--- config.mk ---
export PLATFORM = sky130hd
export DESIGN_NAME = lsu_ctrl
export DESIGN_NICKNAME = d
export VERILOG_FILES = /design/src/rtl/lsu_ctrl.sv
export SDC_FILE = /design/constraint.sdc
export NUM_CORES = 1
export LEC_CHECK = 0
export ABC_AREA = 1
export CORE_AREA = 8 8 162 118
export CTS_CLUSTER_DIAMETER = 60
export DETAILED_ROUTE_END_ITERATION = 7
export DIE_AREA = 0 0 170 126
export GPL_TIMING_DRIVEN = 0
export PLACE_DENSITY = 0.65
export SLEW_MARGIN = 20
export SYNTH_ARGS = -nofsm -noshare
export SYNTH_HDL_FRONTEND = slang
export SYNTH_SLANG_ARGS = --single-unit
--- constraint.sdc ---
create_clock -name clk -period 2.3 [get_ports clk]
set_input_delay 0.345 -clock clk [delete_from_list [all_inputs] [get_ports clk]]
set_output_delay 0.345 -clock clk [all_outputs]
set_load 0.02 [all_outputs]
--- src/rtl/lsu_ctrl.sv ---
`default_nettype none
// ============================================================================
// Module   : lsu_ctrl
// Brief    : RV32I load/store control. Runs a req/ready transaction with data
//            memory, aligns store lanes/byte enables, extends load data,
//            stalls upstream and flags misaligned, illegal and timed-out
//            accesses.
// Revision : 1.0 - initial release
// ============================================================================
module lsu_ctrl #(
  parameter int TIMEOUT = 16
) (
  input  logic        clk,
  input  logic        rst,
  input  logic        req_valid,
  input  logic        MemRead,
  input  logic [3:0]  MemWrite,
  input  logic [2:0]  Funct3,
  input  logic [31:0] addr,
  input  logic [31:0] store_data,
  output logic        dm_req,
  output logic [31:0] dm_addr,
  output logic [3:0]  dm_we,
  output logic [31:0] dm_wdata,
  input  logic        dm_ready,
  input  logic [31:0] dm_rdata,
  output logic        stall,
  output logic        done,
  output logic [31:0] load_data,
  output logic        err,
  output logic [1:0]  err_code
);

  typedef enum logic [1:0] {
    S_IDLE   = 2'd0,
    S_ACCESS = 2'd1,
    S_RESP   = 2'd2,
    S_ERR    = 2'd3
  } state_t;

  localparam logic [1:0] CODE_MISALIGN = 2'b01;
  localparam logic [1:0] CODE_ILLEGAL  = 2'b10;
  localparam logic [1:0] CODE_TIMEOUT  = 2'b11;
  localparam logic [7:0] CNT_LAST      = 8'(TIMEOUT - 1);

  state_t      state_q;
  logic [7:0]  cnt_q;
  logic [1:0]  off_q;
  logic [2:0]  f3_q;
  logic        is_load_q;
  logic        dm_req_q;
  logic [31:0] dm_addr_q;
  logic [3:0]  dm_we_q;
  logic [31:0] dm_wdata_q;
  logic        done_q;
  logic [31:0] load_data_q;
  logic        err_q;
  logic [1:0]  err_code_q;

  logic        access;
  logic        illegal;
  logic        misaligned;
  logic        is_half;
  logic        is_word;
  logic [3:0]  we_d;
  logic [31:0] wdata_d;
  logic [31:0] lane;
  logic [31:0] ext_d;

  // Decode the presented request: access detection, legality, alignment and lane steering
  always_comb begin
    access     = req_valid & (MemRead | (|MemWrite));
    illegal    = (MemRead && (|MemWrite)) ||
                 ((|MemWrite) && !(MemWrite == 4'b0001 || MemWrite == 4'b0011 ||
                                   MemWrite == 4'b1111)) ||
                 (MemRead && (Funct3 == 3'b011 || Funct3 == 3'b110 || Funct3 == 3'b111));
    // Width classes; Funct3 values aliasing onto these are already illegal
    is_half    = MemRead ? (Funct3[1:0] == 2'b01) : (MemWrite == 4'b0011);
    is_word    = MemRead ? (Funct3[1:0] == 2'b10) : (MemWrite == 4'b1111);
    misaligned = (is_half && addr[0]) || (is_word && (|addr[1:0]));
    we_d       = MemRead ? 4'b0000 : (MemWrite << addr[1:0]);
    case (MemWrite)
      4'b0001: wdata_d = {4{store_data[7:0]}};
      4'b0011: wdata_d = {2{store_data[15:0]}};
      default: wdata_d = store_data;
    endcase
  end

  // Extract and extend the addressed lane of the returned read word
  always_comb begin
    lane = dm_rdata >> {off_q, 3'b000};
    case (f3_q)
      3'b000:  ext_d = {{24{lane[7]}}, lane[7:0]};
      3'b001:  ext_d = {{16{lane[15]}}, lane[15:0]};
      3'b100:  ext_d = {24'd0, lane[7:0]};
      3'b101:  ext_d = {16'd0, lane[15:0]};
      default: ext_d = lane;
    endcase
  end

  // Transaction FSM with registered memory-side and status outputs
  always_ff @(posedge clk) begin
    if (!rst) begin
      state_q     <= S_IDLE;
      cnt_q       <= 8'd0;
      off_q       <= 2'd0;
      f3_q        <= 3'd0;
      is_load_q   <= 1'b0;
      dm_req_q    <= 1'b0;
      dm_addr_q   <= 32'd0;
      dm_we_q     <= 4'd0;
      dm_wdata_q  <= 32'd0;
      done_q      <= 1'b0;
      load_data_q <= 32'd0;
      err_q       <= 1'b0;
      err_code_q  <= 2'd0;
    end else begin
      case (state_q)
        S_IDLE: begin
          if (access) begin
            off_q     <= addr[1:0];
            f3_q      <= Funct3;
            is_load_q <= MemRead;
            dm_addr_q <= {addr[31:2], 2'b00};
            if (illegal) begin
              err_q      <= 1'b1;
              err_code_q <= CODE_ILLEGAL;
              state_q    <= S_ERR;
            end else if (misaligned) begin
              err_q      <= 1'b1;
              err_code_q <= CODE_MISALIGN;
              state_q    <= S_ERR;
            end else begin
              dm_req_q   <= 1'b1;
              dm_we_q    <= we_d;
              dm_wdata_q <= wdata_d;
              cnt_q      <= 8'd0;
              state_q    <= S_ACCESS;
            end
          end
        end
        S_ACCESS: begin
          // A ready on the last allowed cycle still completes the access
          if (dm_ready) begin
            if (is_load_q) begin
              load_data_q <= ext_d;
            end
            dm_req_q <= 1'b0;
            dm_we_q  <= 4'd0;
            done_q   <= 1'b1;
            state_q  <= S_RESP;
          end else if (cnt_q == CNT_LAST) begin
            dm_req_q   <= 1'b0;
            dm_we_q    <= 4'd0;
            err_q      <= 1'b1;
            err_code_q <= CODE_TIMEOUT;
            state_q    <= S_ERR;
          end else begin
            cnt_q <= cnt_q + 8'd1;
          end
        end
        S_RESP: begin
          done_q  <= 1'b0;
          state_q <= S_IDLE;
        end
        default: begin
          err_q   <= 1'b0;
          state_q <= S_IDLE;
        end
      endcase
    end
  end

  // Stall holds the instruction from acceptance until the access ends
  always_comb begin
    stall = ((state_q == S_IDLE) && access) || (state_q == S_ACCESS);
  end

  assign dm_req    = dm_req_q;
  assign dm_addr   = dm_addr_q;
  assign dm_we     = dm_we_q;
  assign dm_wdata  = dm_wdata_q;
  assign done      = done_q;
  assign load_data = load_data_q;
  assign err       = err_q;
  assign err_code  = err_code_q;

endmodule
`default_nettype wire

==> flow_summary.ini <==
[worst_setup_path]
cp.arrival_ns = 1.85
critical_path.startpoint_type = input pin
worst-path-max-fanout = 9
setup.worst_path.end_class = output port
required_ns = 1.96
crit_type = input pin to output port

[final_layout]
synthToLayoutAreaGrowth_pct = 52.9
nFillCells = 1700
seqCellArea_mm2 = 0.00238
multi_input_area_mm2 = 0.00280
nets = 1188
n_antenna_cell = 0
layout-drive-gt1-share_pct = 7.33

[clock_network]
path_clk_slew_ns = 0.06
cts_resized = 1
cts_htree_levels = 4
cts.sinks = 119
cts_tree = done
cts_buffers = 17
ctsHoldBuffers = 0
cts-root-buf = clkbuf_16
cts_setup_buffers = 0
cts_buffer_depth = 2
clock_latency_ns = 0.41

[hold_path]
hold_path_class = flip-flop to flip-flop

[route]
post_drt_wl_per_cell_um = 15.7
drt_pass1_iterations = 5
ant_nets = 0
via_per_inst = 4.69
vias = 6206
met2_length_mm = 8.53
routed.top_layer = met4
drt_iter0_drc = 464
drcViolationCount = 0
met1_length_mm = 9.77
wirelength_mm = 20.8
wl_met3_mm = 2.29

[floorplan]
die_y_um = 126
rows = 40
io_pins = 214
core-area_mm2 = 0.0167
die_w_um = 170
start_util_pct = 34.0
die_area_mm2 = 0.0214

[synthesis]
synth.cell_area_mm2 = 0.00568
synth_top_area_share_pct = 42.0
syn_inst = 848
yosys_warnings = 0
synth_edf_count = 0
ys_types = 36
yosysSeqAreaShare_pct = 42.0
ys.flop_type = dfxtp_1
synth-async-reset-ratio_pct = 0
ys_seq_elements = 119
synth_area_leaders = dfxtp_1 (42%), nand2_1 (16%), a21oi_1 (8.1%)
synthTopCellsByCount = nand2_1 (239), dfxtp_1 (119), nor2_1 (115), a21oi_1 (92), o21ai_0 (77)
yosysTopAreaCell = dfxtp_1
avgSynthCellArea_um2 = 6.69
yosysMostFrequentCell = nand2_1

[sta]
finalMaxSlewViolations = 0
grt_setup_unrepaired = false
layout_setup_ws_ns = 0.109
timing.final.crit_period_ns = 2.19
finalSetupTns_ns = 0
tightestPinTransition_ns = 0.601
fin_crit_sh_pct = 95.2
hold_violations = 0
holdWs_ns = 0.461
skew_ns = 0.00704
fmax_mhz = 456
setup_violations = 0
slew_headroom_pct = 59.9

[pwr]
p_sw_mw = 1.69
p_int_mw = 4.31
cellLeakagePower_nw = 3.62
vdd_drop_max_v = 0.000400
p_per_area_mw_per_mm2 = 692
power.share.sequential_pct = 37.1
p_comb_share_pct = 18.4
p_clk_share_pct = 44.5
p_sw_share_pct = 28.2

[grt]
grt_max_degree = 17
antenna_found_initial = 0
grt_usage_pct = 19.1
grt_pass1_wl_mm = 32.3
first_global_vias = 5938
overflow = 0

[placement]
place_congestion = 0.904
pre_cts_ws_ns = -0.199
hpwl_mm = 16.4
port_buffers = 211

[status]
status = finished clean

[run]
maxCapViolCount = 0
[critical path, stage by stage]
cell and delay, ns:
clkdlybuf4s50_1 0.57, inv_1 0.13, nand3_2 0.13, nand3_4 0.16, nand2_1 0.17, clkdlybuf4s15_1 0.34
[registers in the layout (all words and copies together), names as in the netlist]
register	flops
dm_wdata	32
load_data	32
dm_addr	30
cnt_q	8
dm_we	4
f3_q	3
err_code	2
off_q	2
state_q	2
dm_req	1
done	1
err	1
is_load_q	1
[routing by layer]
metal	vias to the layer above	global-route usage [%]
li1	3166	-
met1	2801	24.9
met2	221	27.7
met3	18	9.30
met4	0	4.89
met5	-	0
[cell usage in the layout, fill, tap and decap left out, types with 3 or more instances in the layout]
cell type / instances
nor2_4: 4
o21ai_0: 77
nand2_2: 12
nor3b_1: 16
buf_4: 5
o211ai_1: 7
clkbuf_8: 3
clkbuf_16: 17
nor3_1: 3
dfxtp_1: 119
nand2_1: 239
clkinv_2: 3
nand3_1: 13
inv_1: 71
buf_2: 12
o21ai_1: 4
inv_2: 4
a21oi_1: 92
nand3_2: 3
clkdlybuf4s50_1: 210
buf_1: 4
o31ai_1: 7
clkbuf_1: 25
clkinvlp_4: 3
nor2_1: 115
clkinv_4: 4
[cell type report]
type / instances / area share (%)
Sequential cell: 119 / 27.4
Buffer: 46 / 2.46
Multi-Input combinational cell: 607 / 32.2
Clock inverter: 11 / 1.43
Tap cell: 231 / 3.33
Inverter: 77 / 3.39
Timing Repair Buffer: 211 / 24.3
Clock buffer: 21 / 5.42
[per-stage QoR]
step                      cells  area (µm²)  util, %  total power, mW
after global placement     1291        8080     48.3             3.36
after CTS                  1323        8670     51.9             6.06
after floorplan             849        5680        -             2.84
after global routing       1323        8680     51.9             6.27
after detailed placement   1291        8080     48.3             3.37
final                      1323        8680     51.9             6.01
[path summary, 6_finish.rpt]
| check | end | slack (ns) | cells after the start | start |
|---|---|---|---|---|
| worst min-delay path | dm_addr[29] | 0.46 | 2 | dm_addr[29] |
| worst min register to register | dm_addr[29] | 0.46 | 2 | dm_addr[29] |
| worst max-delay path | stall | 0.11 | 6 | MemRead |
| worst max register to register | dm_wdata[25] | 0.47 | 7 | state_q[0] |
[power by group through the flow]
stage          registers [mW]  clock network (mW)  logic (mW)
3_5_place_dp             2.27                   0        1.10
3_3_place_gp             2.27                   0        1.10
2_1_floorplan            2.35                   0       0.499
4_1_cts                  2.23                2.73        1.11
6_report                 2.23                2.67        1.11
5_1_grt                  2.24                2.81        1.22
[logic make-up after synthesis]
logic type / synth area share [%]
buffers and inverters: 8.95
adder cells (fa/ha/maj): 0.220
AND/OR/NAND/NOR: 30.5
XOR/XNOR: 0.154
flip-flops: 42.0
AO/OA/AOI/OAI: 18.1
other: 0.0661
(Power assumes the default switching activity.)
==> RTL edit 1, RTL diff (same settings) <==
Register the output `err_code` once more, with the module's reset; this adds one clock of latency there. The other outputs are not delayed to match.
--- a/src/rtl/lsu_ctrl.sv
+++ b/src/rtl/lsu_ctrl.sv
@@ -184,5 +184,11 @@
   assign load_data = load_data_q;
   assign err       = err_q;
-  assign err_code  = err_code_q;
+  always_ff @(posedge clk) begin
+    if (!rst) begin
+      err_code <= '0;
+    end else begin
+      err_code <= err_code_q;
+    end
+  end
 
 endmodule
Check against the original RTL: not equivalent (a bounded check fails within 4 cycles, from zero or initial values and one cycle with rst low).
==> RTL edit 1 against the original RTL <==
- final area is 1.4% higher
- die area stayed put
- synthesized area is 3.9% higher
- worst setup slack got worse by 0.019 ns
- critical path type unchanged
- total power fell by 3.9%
- utilization is 0.74 points higher
- sequential cell count increased by 2
- largest power group unchanged
- combinational power up 4%
- largest cell class unchanged
- routed wire length down 0.18%
- highest routed layer unchanged
- sequential share of layout area up 0.069 points
==> RTL edit 1: results <==
[outcome]
outcome = "completed"

[timing]
skew_ns = 0.00731
worstMarginPinSlew_ns = 0.632
holdWs_ns = 0.280

[global_route]
grtUsageTotal = 0.191
grt_use_met2 = 0.287
met1_usage = 0.249
grt_pass1_vias = 6034
grt_pass1_wl_um = 32700
grt.met3_usage = 0.0836

[min_path]
hold_class = "input port to flip-flop"
hp-start = "addr[0]"
holdPathEnd = "dm_we[0]"
min_path_cells = 4

[synthesis]
ys_types = 40
ys_seq_area_frac = 0.411
synthTopCellsByArea = "dfxtp_1 (41%), nand2_1 (13%), a21oi_1 (8.4%)"
synth_common_cells = "nand2_1 (199), dfxtp_1 (121), inv_1 (100), a21oi_1 (99), nor2_1 (96)"
yosys.area_share.adder = 0.00212
synth_warnings = 0
synth_compound_area_frac = 0.197
syn_inst = 861

[worst_setup_path]
rr_worst_depth = 8
crit_fanout = 6
crit-reg2reg-launch = "off_q[1]"
r2r_end = "load_data[8]"

[detailed_routing]
drt-wirelength-per-cell_um = 15.6
drtIter0Drc = 447
vias = 6232
wl_um = 20800

[power_and_ir_drop]
ir_worst_vdd_mv = 0.416
leakage_nw = 3.76

[place]
place_congestion = 0.885
dp_hpwl_um = 16200
io_buffers = 210
dp_cells = 1303

[finish]
n_antenna_cell = 0
final_nets = 1200
drive_above_1_share = 0.0726
n_fill_cell = 1701

[clocking]
clock-root-buffer = "clkbuf_16"
cts_buffer_depth = 2
## RTL edit 1: cell types whose count changed after synthesis, sizes merged, moves of 3 or more
cell	before	now
nor2	120	101
nor4	0	7
buf	22	27
nand2	253	206
a21oi	93	100
a211oi	0	7
o211ai	7	15
inv	75	107
nand4	1	4
nand3	17	26
## RTL edit 1: kinds of logic (layout without fill, tap and decap cells)
logic type / Yosys count / count (layout)
compound gates: 213 / 213
xor+xnor: 1 / 1
fa+ha+maj: 1 / 1
buf+inv: 158 / 398
flops: 121 / 121
other cells: 1 / 2
simple gates: 366 / 366
## RTL edit 1: critical path, stage by stage
cell and delay, ns:
clkdlybuf4s50_1 0.59, inv_1 0.13, nand3_1 0.14, nand3_2 0.15, nand2_1 0.14, clkdlybuf4s15_1 0.35
## RTL edit 1: layout make-up
class / instances / share of cell area
clock buffer: 21 / 0.0523
buffer: 49 / 0.0311
sequential: 121 / 0.275
timing repair buffer: 210 / 0.239
clock inverter: 9 / 0.00597
inverter: 109 / 0.0470
tap: 231 / 0.0328
multi-input combinational: 583 / 0.317
## RTL edit 1: metal layers
metal / wire length (µm) / part of all wire / vias up
li1: - / - / 3227
met1: 9660 / 0.46 / 2802
met2: 8950 / 0.43 / 188
met3: 2000 / 0.096 / 15
met4: 157 / 0.0076 / 0
met5: 0 / 0 / -
## RTL edit 1: worst max-delay path by stage
stage                       start            to  slack (ns)  depth (start not counted)
after floorplan           addr[0]  dm_wdata[28]        0.74                         10
after global placement    MemRead         stall       -0.18                          6
after detailed placement  MemRead         stall       -0.19                          6
after CTS                 MemRead         stall        0.09                          6
after global routing      MemRead         stall        0.02                          6
final                     MemRead         stall        0.09                          6
## RTL edit 1: power by group
part / internal [W] / switching (W)
sequential: 0.00220 / 0.0000683
clock: 0.00140 / 0.000941
combinational: 0.000492 / 0.000661
## RTL edit 1: metrics by stage
step                instance area (µm²)  worst slack, ns
CTS                                8800           0.0863
global route                       8800           0.0194
finish                             8800           0.0903
global placement                   8290           -0.184
detailed placement                 8290           -0.185
floorplan                          5900            0.736
## RTL edit 1: repair_timing
action                                  CTS  global route
setup buffers                             0             0
gates resized for setup                   1             1
endpoints found under the setup margin    1             1
==> RTL edit 2, RTL diff (same flow settings) <==
Made on the original files. Change the parameter `TIMEOUT` from 16 to 8.
--- a/src/rtl/lsu_ctrl.sv
+++ b/src/rtl/lsu_ctrl.sv
@@ -9,5 +9,5 @@
 // ============================================================================
 module lsu_ctrl #(
-  parameter int TIMEOUT = 16
+  parameter int TIMEOUT = 8
 ) (
   input  logic        clk,
Formal check against the unedited RTL: no difference found for any inputs over 4 cycles, from zero or initial values and one cycle with rst low; that may be too few to reach the edited logic, so the function may still have changed.
==> RTL edit 2 against the original RTL <==
- routed wire length is 0.94% higher
- global-route usage is 0.19 points higher
- worst hold slack worse by 0.045 ns
- worst setup slack better by 0.0020 ns
- clock skew is 0.0047 ns higher
- critical path depth stayed put
- synthesized area is 0.53% lower
- sequential cell count stayed put
- clock power is 7% higher
- final area stayed put
- combinational power hardly changed
- total power is 2.9% higher
- count of clock-buffer cells in the layout is 1 lower
- largest cell class unchanged
- highest routed layer is now met5
==> RTL edit 2: results <==
[worst_setup_path]
critical-path-max-stage-delay_ns = 0.55
r2r_slack_ns = 0.32
r2r_end = "dm_wdata[24]"

[finish]
drive_above_1_share = 0.0684
n_fill_cell = 1735

[min_path]
hp-start = "addr[0]"
min_path_cells = 3
hold_class = "input port to flip-flop"
holdPathEnd = "off_q[0]"

[synthesis]
yosys.area_share.adder = 0.00222
synth_compound_area_frac = 0.179
ys_types = 31
synthTopCellsByArea = "dfxtp_1 (42%), nand2_1 (17%), a21oi_1 (8.1%)"
yosys.area_share.xor_xnor = 0
synth_common_cells = "nand2_1 (253), dfxtp_1 (119), nor2_1 (119), a21oi_1 (91), inv_1 (69)"
syn_area_per_cell_um2 = 6.61
ys_seq_area_frac = 0.422

[place]
io_buffers = 210
place_congestion = 0.864
dp_hpwl_um = 16100
dp_cells = 1296

[timing]
worstMarginPinSlew_ns = 0.612
skew_ns = 0.0117

[outcome]
outcome = "completed"

[global_route]
grt_pass1_vias = 5977
met1_usage = 0.255
grt_pass1_wl_um = 32500
antenna_found_initial = 1
grt.met3_usage = 0.0955

[detailed_routing]
dr.pass1.iters = 6
wl_um = 21000
drt-wirelength-per-cell_um = 15.8
drt-vias-per-instance = 4.69

[clocking]
cts_made_buffers = 17
==> RTL edit 2: cell types whose count changed after synthesis, sizes merged, moves of 2 or more <==
cell,change
clkbuf,+2
o21ai,-2
inv,+2
nand2,+4
nor2,+4
buf,-2
nor3,-3
==> RTL edit 2: worst min-delay path, cell delays in order <==
cell and delay, ns:
buf_2 0.16, o21ai_0 0.21, a21oi_1 0.05
==> RTL edit 2: timing repair <==
item,4_1_cts,5_1_grt
hold buffers,0,0
gates resized for setup,1,2
endpoints found under the setup margin,1,3
==> RTL edit 2: worst max-delay path by stage <==
stage / slack [ns] / endpoint / cells after the start / startpoint
floorplan: 0.81 / load_data[27] / 10 / state_q[0]
global placement: -0.26 / dm_wdata[24] / 9 / MemRead
detailed placement: -0.27 / stall / 6 / MemRead
CTS: 0.003 / stall / 6 / MemRead
global route: -0.001 / stall / 6 / MemRead
finish: 0.11 / stall / 6 / MemRead
==> RTL edit 2: cell families (layout without fill, tap and decap cells) <==
group	count (synthesis)	in the layout
adders and majority gates	1	1
DFF	119	119
and+or+nand+nor	417	417
AOI/OAI and AO/OA	190	190
other	1	2
buffers and inverters	126	368
==> RTL edit 2: layer usage <==
layer,vias to the layer above,share of wire
met4,2,0.011
li1,3183,-
met2,241,0.41
met3,16,0.12
met1,2783,0.46
met5,-,0.00062
==> RTL edit 2: power by group <==
part	leakage (nW)	total (W)	internal [W]	switching (W)
sequential	0.967	0.00222	0.00216	0.0000635
clock	0.300	0.00285	0.00181	0.00104
combinational	2.36	0.00111	0.000472	0.000635
==> RTL edit 2: cell type report <==
type,count,area share
tap,231,0.0333
clock buffer,20,0.0538
sequential,119,0.274
clock inverter,12,0.0190
buffer,46,0.0257
multi-input combinational,610,0.317
inverter,80,0.0347
timing repair buffer,210,0.242
==> RTL edit 2: stage by stage <==
step	hold slack, ns	worst slack [ns]	cell area, µm²
floorplan	0.444	0.809	5650
detailed placement	0.455	-0.271	8040
global placement	0.449	-0.260	8040
finish	0.416	0.111	8680
global route	0.444	-0.00140	8680
CTS	0.404	0.00312	8670
